<file path="config.mk">
export PLATFORM = sky130hd
export DESIGN_NAME = spi_dev_memdma
export DESIGN_NICKNAME = d
export VERILOG_FILES = /design/src/rtl/spi_dev_memdma.sv
export SDC_FILE = /design/constraint.sdc
export NUM_CORES = 2
export LEC_CHECK = 0
export BUFFER_PORTS_ARGS = -buffer_cell sky130_fd_sc_hd__clkbuf_2
export CORE_MARGIN = 2
export CORE_UTILIZATION = 40
export CTS_CLUSTER_SIZE = 20
export DETAILED_ROUTE_END_ITERATION = 12
export GPL_TIMING_DRIVEN = 1
export PLACE_DENSITY = 0.53
export SETUP_SLACK_MARGIN = 0.3
export SYNTH_ARGS = -nofsm -noshare
export SYNTH_HDL_FRONTEND = slang
export SYNTH_SLANG_ARGS = --single-unit
</file>
<file path="constraint.sdc">
create_clock -name clk -period 13.59 [get_ports clk]
set_clock_uncertainty 0.15 [all_clocks]
set_input_delay 2.718 -clock clk [delete_from_list [all_inputs] [get_ports clk]]
set_output_delay 2.718 -clock clk [all_outputs]
set_load 0.005 [all_outputs]
</file>
<file path="src/rtl/spi_dev_memdma.sv">
// spi_dev_memdma: SPI write-stream to memory DMA.
// Words assembled from an armed SPI write stream are buffered in a FIFO and
// written out as bursts of up to BURST_LEN words, with optional ring-buffer
// addressing. A 4-register Wishbone slave controls and monitors the engine.
module spi_dev_memdma #(
  parameter logic [7:0] CMD_BYTE   = 8'he0,
  parameter int         DATA_WIDTH = 16,
  parameter int         ADDR_WIDTH = 23,
  parameter int         BURST_LEN  = 64,
  parameter int         FIFO_DEPTH = 256
) (
  input  logic                  clk,
  input  logic                  rst,
  input  logic [7:0]            pw_wdata,
  input  logic                  pw_wcmd,
  input  logic                  pw_wstb,
  input  logic                  pw_end,
  output logic [ADDR_WIDTH-1:0] mi_addr,
  output logic [6:0]            mi_len,
  output logic                  mi_rw,
  output logic                  mi_valid,
  input  logic                  mi_ready,
  output logic [DATA_WIDTH-1:0] mi_wdata,
  input  logic                  mi_wack,
  input  logic                  mi_wlast,
  input  logic [DATA_WIDTH-1:0] mi_rdata,
  input  logic                  mi_rstb,
  input  logic                  mi_rlast,
  input  logic [31:0]           wb_wdata,
  output logic [31:0]           wb_rdata,
  input  logic [1:0]            wb_addr,
  input  logic                  wb_we,
  input  logic                  wb_cyc,
  output logic                  wb_ack
);

  localparam int PW = $clog2(FIFO_DEPTH);
  localparam int LW = PW + 1;
  localparam int CW = (ADDR_WIDTH > LW) ? ((ADDR_WIDTH > 8) ? ADDR_WIDTH : 8)
                                        : ((LW > 8) ? LW : 8);
  localparam logic [7:0]    LAST_BYTE = 8'(DATA_WIDTH / 8 - 1);
  localparam logic [LW-1:0] BURST_LVL = LW'(BURST_LEN);
  localparam logic [LW-1:0] FULL_LVL  = LW'(FIFO_DEPTH);

  typedef enum logic [1:0] {ST_IDLE, ST_CMD, ST_WAIT} state_t;

  state_t state_q, state_d;

  logic                  armed, txn_pushed, push_pend;
  logic [7:0]            byte_cnt;
  logic [DATA_WIDTH-1:0] shreg, push_word;
  logic                  byte_ok, word_done, end_flush;

  logic [DATA_WIDTH-1:0] mem [FIFO_DEPTH];
  logic [PW-1:0]         wr_ptr, rd_ptr;
  logic [LW-1:0]         level;
  logic                  full, push, pop;

  logic                  run, flush, ovf, busy;
  logic [ADDR_WIDTH-1:0] base, off, ring, off_sum;
  logic [31:0]           wcount;
  logic [6:0]            lenm1;
  logic [7:0]            len, len_calc;
  logic                  launch, accept, done;
  logic                  wr_pend;
  logic [1:0]            wr_addr;
  logic [31:0]           wr_data, rd_mux;
  logic [CW-1:0]         cand, ring_rem;
  logic                  unused_inputs;

  assign byte_ok   = pw_wstb & ~pw_wcmd & armed;
  assign word_done = byte_ok & (byte_cnt == LAST_BYTE);
  // A transaction that produced at least one word (even one still in flight) requests a flush
  assign end_flush = pw_end & (txn_pushed | push_pend | word_done);

  assign full     = (level == FULL_LVL);
  assign push     = push_pend & ~full;
  assign pop      = (state_q == ST_WAIT) & mi_wack & (level != '0);
  assign mi_wdata = mem[rd_ptr];
  assign mi_rw    = 1'b0;
  assign busy     = (state_q != ST_IDLE);
  assign len      = {1'b0, lenm1} + 8'd1;
  assign mi_len   = lenm1;
  assign mi_addr  = base + off;
  assign off_sum  = off + ADDR_WIDTH'(len);
  assign unused_inputs = ^{mi_rdata, mi_rstb, mi_rlast, wr_data};

  // Byte stream decoder: arms on the command byte, packs bytes MSB-first into words
  always_ff @(posedge clk or posedge rst) begin
    if (rst) begin
      armed      <= 1'b0;
      txn_pushed <= 1'b0;
      push_pend  <= 1'b0;
      byte_cnt   <= '0;
      shreg      <= '0;
      push_word  <= '0;
    end else begin
      push_pend <= 1'b0;
      if (pw_wstb && pw_wcmd) begin
        armed    <= (pw_wdata == CMD_BYTE);
        byte_cnt <= '0;
      end else if (byte_ok) begin
        if (word_done) begin
          push_pend  <= 1'b1;
          push_word  <= DATA_WIDTH'({shreg, pw_wdata});
          byte_cnt   <= '0;
          txn_pushed <= 1'b1;
        end else begin
          shreg    <= DATA_WIDTH'({shreg, pw_wdata});
          byte_cnt <= byte_cnt + 8'd1;
        end
      end
      if (pw_end) begin
        armed      <= 1'b0;
        byte_cnt   <= '0;
        txn_pushed <= 1'b0;
      end
    end
  end

  // FIFO pointers and fill level; reset empties the buffer
  always_ff @(posedge clk or posedge rst) begin
    if (rst) begin
      wr_ptr <= '0;
      rd_ptr <= '0;
      level  <= '0;
    end else begin
      if (push) wr_ptr <= wr_ptr + 1'b1;
      if (pop)  rd_ptr <= rd_ptr + 1'b1;
      case ({push, pop})
        2'b10:   level <= level + 1'b1;
        2'b01:   level <= level - 1'b1;
        default: level <= level;
      endcase
    end
  end

  // FIFO storage array, written on accepted pushes
  always_ff @(posedge clk) begin
    if (push) mem[wr_ptr] <= push_word;
  end

  // Next burst length: limited by fill level, burst size and distance to ring end
  always_comb begin
    cand     = CW'(level);
    ring_rem = CW'(ring - off);
    if (cand > CW'(BURST_LEN)) cand = CW'(BURST_LEN);
    if ((ring != '0) && (ring_rem < cand)) cand = ring_rem;
    len_calc = cand[7:0];
  end

  // DMA state register
  always_ff @(posedge clk or posedge rst) begin
    if (rst) state_q <= ST_IDLE;
    else     state_q <= state_d;
  end

  // DMA next-state and command handshake
  always_comb begin
    state_d  = state_q;
    launch   = 1'b0;
    accept   = 1'b0;
    done     = 1'b0;
    mi_valid = 1'b0;
    case (state_q)
      ST_IDLE: begin
        if (run && (len_calc != 8'd0) &&
            ((level >= BURST_LVL) || (flush && (level != '0)))) begin
          state_d = ST_CMD;
          launch  = 1'b1;
        end
      end
      ST_CMD: begin
        mi_valid = 1'b1;
        if (mi_ready) begin
          state_d = ST_WAIT;
          accept  = 1'b1;
        end
      end
      ST_WAIT: begin
        if (mi_wack && mi_wlast) begin
          state_d = ST_IDLE;
          done    = 1'b1;
        end
      end
      default: state_d = ST_IDLE;
    endcase
  end

  // Wishbone read mux over the four registers
  always_comb begin
    rd_mux = '0;
    case (wb_addr)
      2'd0:    rd_mux = {16'(level), 12'd0, busy, ovf, flush, run};
      2'd1:    rd_mux = 32'(base + off);
      2'd2:    rd_mux = 32'(ring);
      default: rd_mux = wcount;
    endcase
  end

  // Control registers, burst bookkeeping and Wishbone handshake
  always_ff @(posedge clk or posedge rst) begin
    if (rst) begin
      run      <= 1'b0;
      flush    <= 1'b0;
      ovf      <= 1'b0;
      base     <= '0;
      off      <= '0;
      ring     <= '0;
      wcount   <= '0;
      lenm1    <= '0;
      wb_ack   <= 1'b0;
      wb_rdata <= '0;
      wr_pend  <= 1'b0;
      wr_addr  <= '0;
      wr_data  <= '0;
    end else begin
      wb_ack  <= wb_cyc & ~wb_ack;
      wr_pend <= wb_cyc & ~wb_ack & wb_we;
      wr_addr <= wb_addr;
      wr_data <= wb_wdata;
      if (wb_cyc && !wb_ack) wb_rdata <= rd_mux;

      if (push_pend && full) ovf <= 1'b1;
      if (launch) lenm1 <= 7'(len_calc - 8'd1);
      if (accept) begin
        if ((ring != '0) && (off_sum == ring)) off <= '0;
        else                                   off <= off_sum;
      end
      if (done) wcount <= wcount + 32'(len);

      if (launch && (level <= BURST_LVL))          flush <= 1'b0;
      else if ((state_q == ST_IDLE) && (level == '0)) flush <= 1'b0;
      if (end_flush) flush <= 1'b1;

      if (wr_pend) begin
        case (wr_addr)
          2'd0: begin
            run <= wr_data[0];
            if (wr_data[1]) flush <= 1'b1;
            if (wr_data[2]) ovf   <= 1'b0;
          end
          2'd1: begin
            if (!busy) begin
              base <= wr_data[ADDR_WIDTH-1:0];
              off  <= '0;
            end
          end
          2'd2: begin
            if (!busy) ring <= wr_data[ADDR_WIDTH-1:0];
          end
          default: wcount <= '0;
        endcase
      end
    end
  end

endmodule

</file>
## Word level (Yosys, flattened, before mapping)

Memory sizes are Yosys's and may differ from the RTL's.
Index checks and enable logic that the tools add are counted.

| word-level totals | value |
|---|---|
| RAM bits | 4,096 |
| memories | 1 |
| bits in registers | 232 |
| output and inout port bits | 81 |

| cells by class | value |
|---|---|
| magnitude comparators | 4 |
| bitwise gates (word level) | 17 |
| equality and inequality tests | 16 |
| multiplexer cells | 48 |
| reduce and logical (&&, ||, !) cells | 34 |
| add/subtract/negate cells | 12 |

Memories:

| memory | depth | bits a word | read ports | clocked after memory_dff | write ports | RTL line | text |
|---|---|---|---|---|---|---|---|
| mem | 256 | 16 | 1 | 0 | 1 | 54 | `logic [DATA_WIDTH-1:0] mem [FIFO_DEPTH];` |

Operators by type and width:

| kind | number |
|---|---|
| 2-to-1 mux 23 bit | 5 |
| 2-to-1 mux 32 bit | 3 |
| one-hot mux 32 bit (3 select lines) | 1 |
| 2-to-1 mux 8 bit | 5 |
| adder 32 x 8 -> 32 bit | 1 |
| 2-to-1 mux 1 bit | 28 |
| adder 23 x 23 -> 24 bit | 1 |
| adder 8 x 1 -> 8 bit, second input constant | 3 |
| adder 23 bit | 1 |
| adder 23 x 8 -> 23 bit | 1 |
| equality test 23 bit | 1 |
| less-than comparator 23 x 9 -> 1 bit | 1 |
| nonzero test 23 bit | 1 |
| subtractor 23 bit | 1 |
| one-hot mux 9 bit (2 select lines) | 1 |
| AND reduction 3 bit | 6 |
| logical AND 1 bit | 11 |
| nonzero test 2 bit | 5 |
| adder 9 x 1 -> 9 bit, second input constant | 1 |
| bitwise AND 1 bit | 9 |
| equality test 9 bit, second input constant | 1 |
| greater-or-equal comparator 9 x 7 -> 1 bit, second input constant | 1 |
| > comparator 9 x 7 -> 1 bit, second input constant | 1 |
| less-or-equal comparator 9 x 7 -> 1 bit, second input constant | 1 |
| 23 further kinds | 41 |

## Logic depth before layout (Yosys ltp)

| depth | value |
|---|---|
| depth in word-level cells | 16 |
| gate-level depth with buffers | 28 |
| depth with buffers taken out | 27 |

## Worst setup path before layout

OpenSTA, ideal clock, no wires.

| timing | value |
|---|---|
| path kind | register -> output |
| from | reg rd_ptr[0] |
| to | out mi_wdata[4] |
| arrival | 3.441 ns |
| stages on the path, launching flop included | 9 |
| slack | 7.281 ns |
| buffers on the path | 4 |
| data required time | 10.722 ns |
| path through | dfrtp_1 buf_2 clkbuf_1 clkbuf_1 clkbuf_1 mux4_2 mux4_2 mux4_2 a21o_1 |

| on the way | value |
|---|---|
| cells in the longest elaborated chain, start to end | 1 |

RTL lines:

| what | RTL line | text |
|---|---|---|
| start, declared | 55 | `logic [PW-1:0] wr_ptr, rd_ptr;` |
| start signal, assigned | 129 | `if (pop) rd_ptr <= rd_ptr + 1'b1;` |
| memory (256 x 16 bit) | -- |  |
| end, declared | 23 | `output logic [DATA_WIDTH-1:0] mi_wdata,` |

Every way passes these cells.

## Final worst setup path

| timing | value |
|---|---|
| from | reg rd_ptr[0] |
| to | out mi_wdata[12] |

The elaborated chain is that of the path after synthesis.

==> flow_summary.ini <==
[sta]
fin_crit_ns = 9.318
setup_ws_ns = 4.272
whs_ns = 0.3171
max_clock_freq_ghz = 0.1073
maxSlewViolCount = 0
post-route-period-util = 0.6856
hold_viol_final = 0
max_slew_margin = 0.1035
setup_viol_count_final = 0
rsz0062_at_grt = no
tns_ns = 0
tightest_slew_ns = 1.343

[floorplanning]
fp-row-count = 239
die_x_um = 656.7
core_area_um2 = 424000
start_util = 0.4018
die_y_um = 656.7
io_pins = 151
dieArea_um2 = 431200

[synth]
syn-cell-area_um2 = 170400
async_flop_share = 0.05360
synth_top_area_frac = 0.7219
ys.flop_type = edfxtp_1
synth_area_leader_cell = edfxtp_1
synth_most_common_cell = edfxtp_1
synth-seq-cells = 4328
synth_area_leaders = edfxtp_1 (72%), mux4_2 (18%), dfrtp_1 (3.4%), nor2_1 (0.85%), nand2_1 (0.65%)
ys_types = 88
yosys_warnings = 0
syn_area_per_cell_um2 = 22.17
syn-instance-count = 7685
synth_common_cells = edfxtp_1 (4096), mux4_2 (1348), nor2_1 (387), nand2_1 (293), clkbuf_1 (250)
synth_edf_count = 4096
yosysSeqAreaShare = 0.7559

[place]
hpwl_um = 255900
port_buffers = 122
dpl_worst_slack_ns = 5.230
routabilityCongestion = 0.7960
placed_area_um2 = 180200

[power]
swShare = 0.2702
p_int_mw = 23.62
power.switching_mw = 8.747
clockPowerShare = 0.364
power.density_nw_per_um2 = 166.7
power_frac_comb = 0.176
p_seq_frac = 0.461
p_leak_nw = 72.17
ir_worst_vdd_mv = 0.1736

[cts]
cts_hold_buf = 0
clkTransAtPathRegs_ns = 0.06
cts_max_path_buffers = 4
cts_resized = 0
clock-sinks = 4328
cts_made_buffers = 448
cts_setup_buffers = 0
insertion_delay_ns = 1.01
cts_max_level = 5
cts_tree = built
cts-root-buf = clkbuf_16

[setup_path]
critical_path_class = reg2out
regToRegSetupSlack_ns = 7.13
worst_r2r_endpoint = mi_len[0]$_DFFE_PP0P_
worstPathMaxFanout = 93
worstPathArrival_ns = 6.45
cp-end-kind = output port
rr_worst_depth = 24
start_kind = register
r2r_start = ring[0]$_DFFE_PP0P_
worstPathRequired_ns = 10.72

[layout]
design_area_um2 = 194200
drive_gt1_frac = 0.3227
syn2layout_area_growth_pct = 13.95
post-route-util = 0.4579
layout.nets = 8386

[outcome]
status = finished clean

[routing]
postRouteAntennaNets = 0
drc_errors = 0
via_per_inst = 5.684
detail_route.first_pass.iterations = 5
wl_um = 449500
vias = 81130
first_iter_violations = 9328
post_drt_wl_per_cell_um = 31.49

[flow_run]
maxCapViolations = 0

[grt]
grt_use_total = 0.2057
grt.busiest_layer = met2
antenna_found_initial = 35
grt_overflow = 0
grt_pass1_wl_um = 632300
use_met1 = 0.2898
met3_usage = 0.03202
grt_pass1_vias = 83340
grt_start_max_net_pins = 181
met2_usage = 0.3367

[hold_path]
min_path_cells = 2
whs_endpoint = push_word[8]$_DFFE_PP0P_
min_path_type = reg2reg
worstHoldStart = shreg[0]$_DFFE_PP0P_
-- per-stage QoR --
stage | total power [mW] | cells
6_report | 32.37 | 14270
4_1_cts | 32.74 | 14270
2_1_floorplan | 19.34 | 7686
5_1_grt | 33.61 | 14270
3_5_place_dp | 20.99 | 13440
3_3_place_gp | 20.97 | 13440
-- critical path: stages, from the launching register on --
cell	delay (ns)
dfrtp_4	1.06
buf_4	0.67
buf_12	0.51
mux4_2	0.63
mux4_2	0.53
mux2i_1	0.54
nand2_1	0.11
nand3_1	0.29
nor2b_1	0.10
a311o_1	0.48
clkbuf_2	0.18
-- sequential cells by signal, indices dropped and copies added, names as in the netlist, 2 cells and up --
signal     cells
wcount        32
push_word     16
rd_ptr         8
base          23
shreg          8
level          9
off           23
state_q        2
mi_len         7
wr_ptr         8
wr_data       23
mem         4096
ring          23
wb_rdata      32
byte_cnt       8
wr_addr        2
-- power groups by stage --
| stage | combinational [mW] | sequential [mW] | clock [mW] |
|---|---|---|---|
| floorplan | 4.41 | 14.9 | 0 |
| global placement | 5.79 | 15.2 | 0 |
| detailed placement | 5.80 | 15.2 | 0 |
| CTS | 5.82 | 14.9 | 12.0 |
| global route | 6.17 | 14.9 | 12.5 |
| finish | 5.68 | 14.9 | 11.8 |
-- placed cells by master (no fill, tap or decap), types with 10 or more instances in the layout --
cell type  Yosys  routed
a211oi_1      13      13
a21o_1        24      24
a21oi_1       89      89
a221oi_1      11      11
a22o_1        16      16
a31oi_1       12      12
and3_1        32      32
buf_12         0      20
buf_4          3     337
bufinv_16      0      29
clkbuf_1     250     128
clkbuf_16      0     454
clkbuf_2       0     122
clkinv_1       3     112
clkinv_2       1      73
clkinv_8       0      12
dfrtp_1      232     211
dfrtp_4        0      21
edfxtp_1    4096    4096
ha_1          87      87
inv_1         66      65
inv_6          0      11
mux2_2        60      60
mux2i_1       27      27
mux4_2      1348    1348
nand2_1      293     277
nand2_2        0      16
nand2b_1      10      10
nand3_1       53      53
nand4_1       10      10
nor2_1       387     164
nor2_2         0     212
nor2_4         0      11
nor2b_1       20      20
nor3_1        43      43
nor4_1        14      14
o21ai_0       61      60
xnor2_1       77      77
xor2_1        58      58
-- routing by layer --
metal / wire length (um) / vias up
met1: 190200 / 44470
met3: 28170 / 541
met2: 219100 / 2754
met4: 11940 / 2
li1: - / 33370
met5: 13 / -
-- cells by family (layout without fill, tap and decap cells) --
logic type / count (synthesis) / in the layout / share of synthesized area
flops: 4328 / 4328 / 0.7559
simple gates: 913 / 913 / 0.02337
xor+xnor: 136 / 136 / 0.007071
buf+inv: 465 / 1382 / 0.01074
other cells: 2 / 11 / 0.00004408
mux: 1435 / 1435 / 0.1837
fa+ha+maj: 92 / 92 / 0.006976
compound gates: 314 / 314 / 0.01215
-- final cells by class --
type	count	area [um^2]
Sequential cell	4328	128900
Inverter	74	291.5
Fill cell	35360	229900
Clock inverter	242	2009
Multi-Input combinational cell	2893	40410
Antenna cell	8	20.02
Clock buffer	587	11910
Tap cell	5663	7086
Timing Repair Buffer	479	3541
-- worst max-delay path by stage --
stage                               start                 to  depth (start not counted)
global route        rd_ptr[0]$_DFFE_PP0P_       mi_wdata[12]                         10
floorplan                             rst  armed$_DFFE_PP0P_                          1
detailed placement  rd_ptr[0]$_DFFE_PP0P_       mi_wdata[12]                         10
CTS                 rd_ptr[0]$_DFFE_PP0P_       mi_wdata[12]                         10
global placement    rd_ptr[0]$_DFFE_PP0P_       mi_wdata[12]                         10
finish              rd_ptr[0]$_DFFE_PP0P_       mi_wdata[12]                         10
Power figures use the tool's default switching activity.
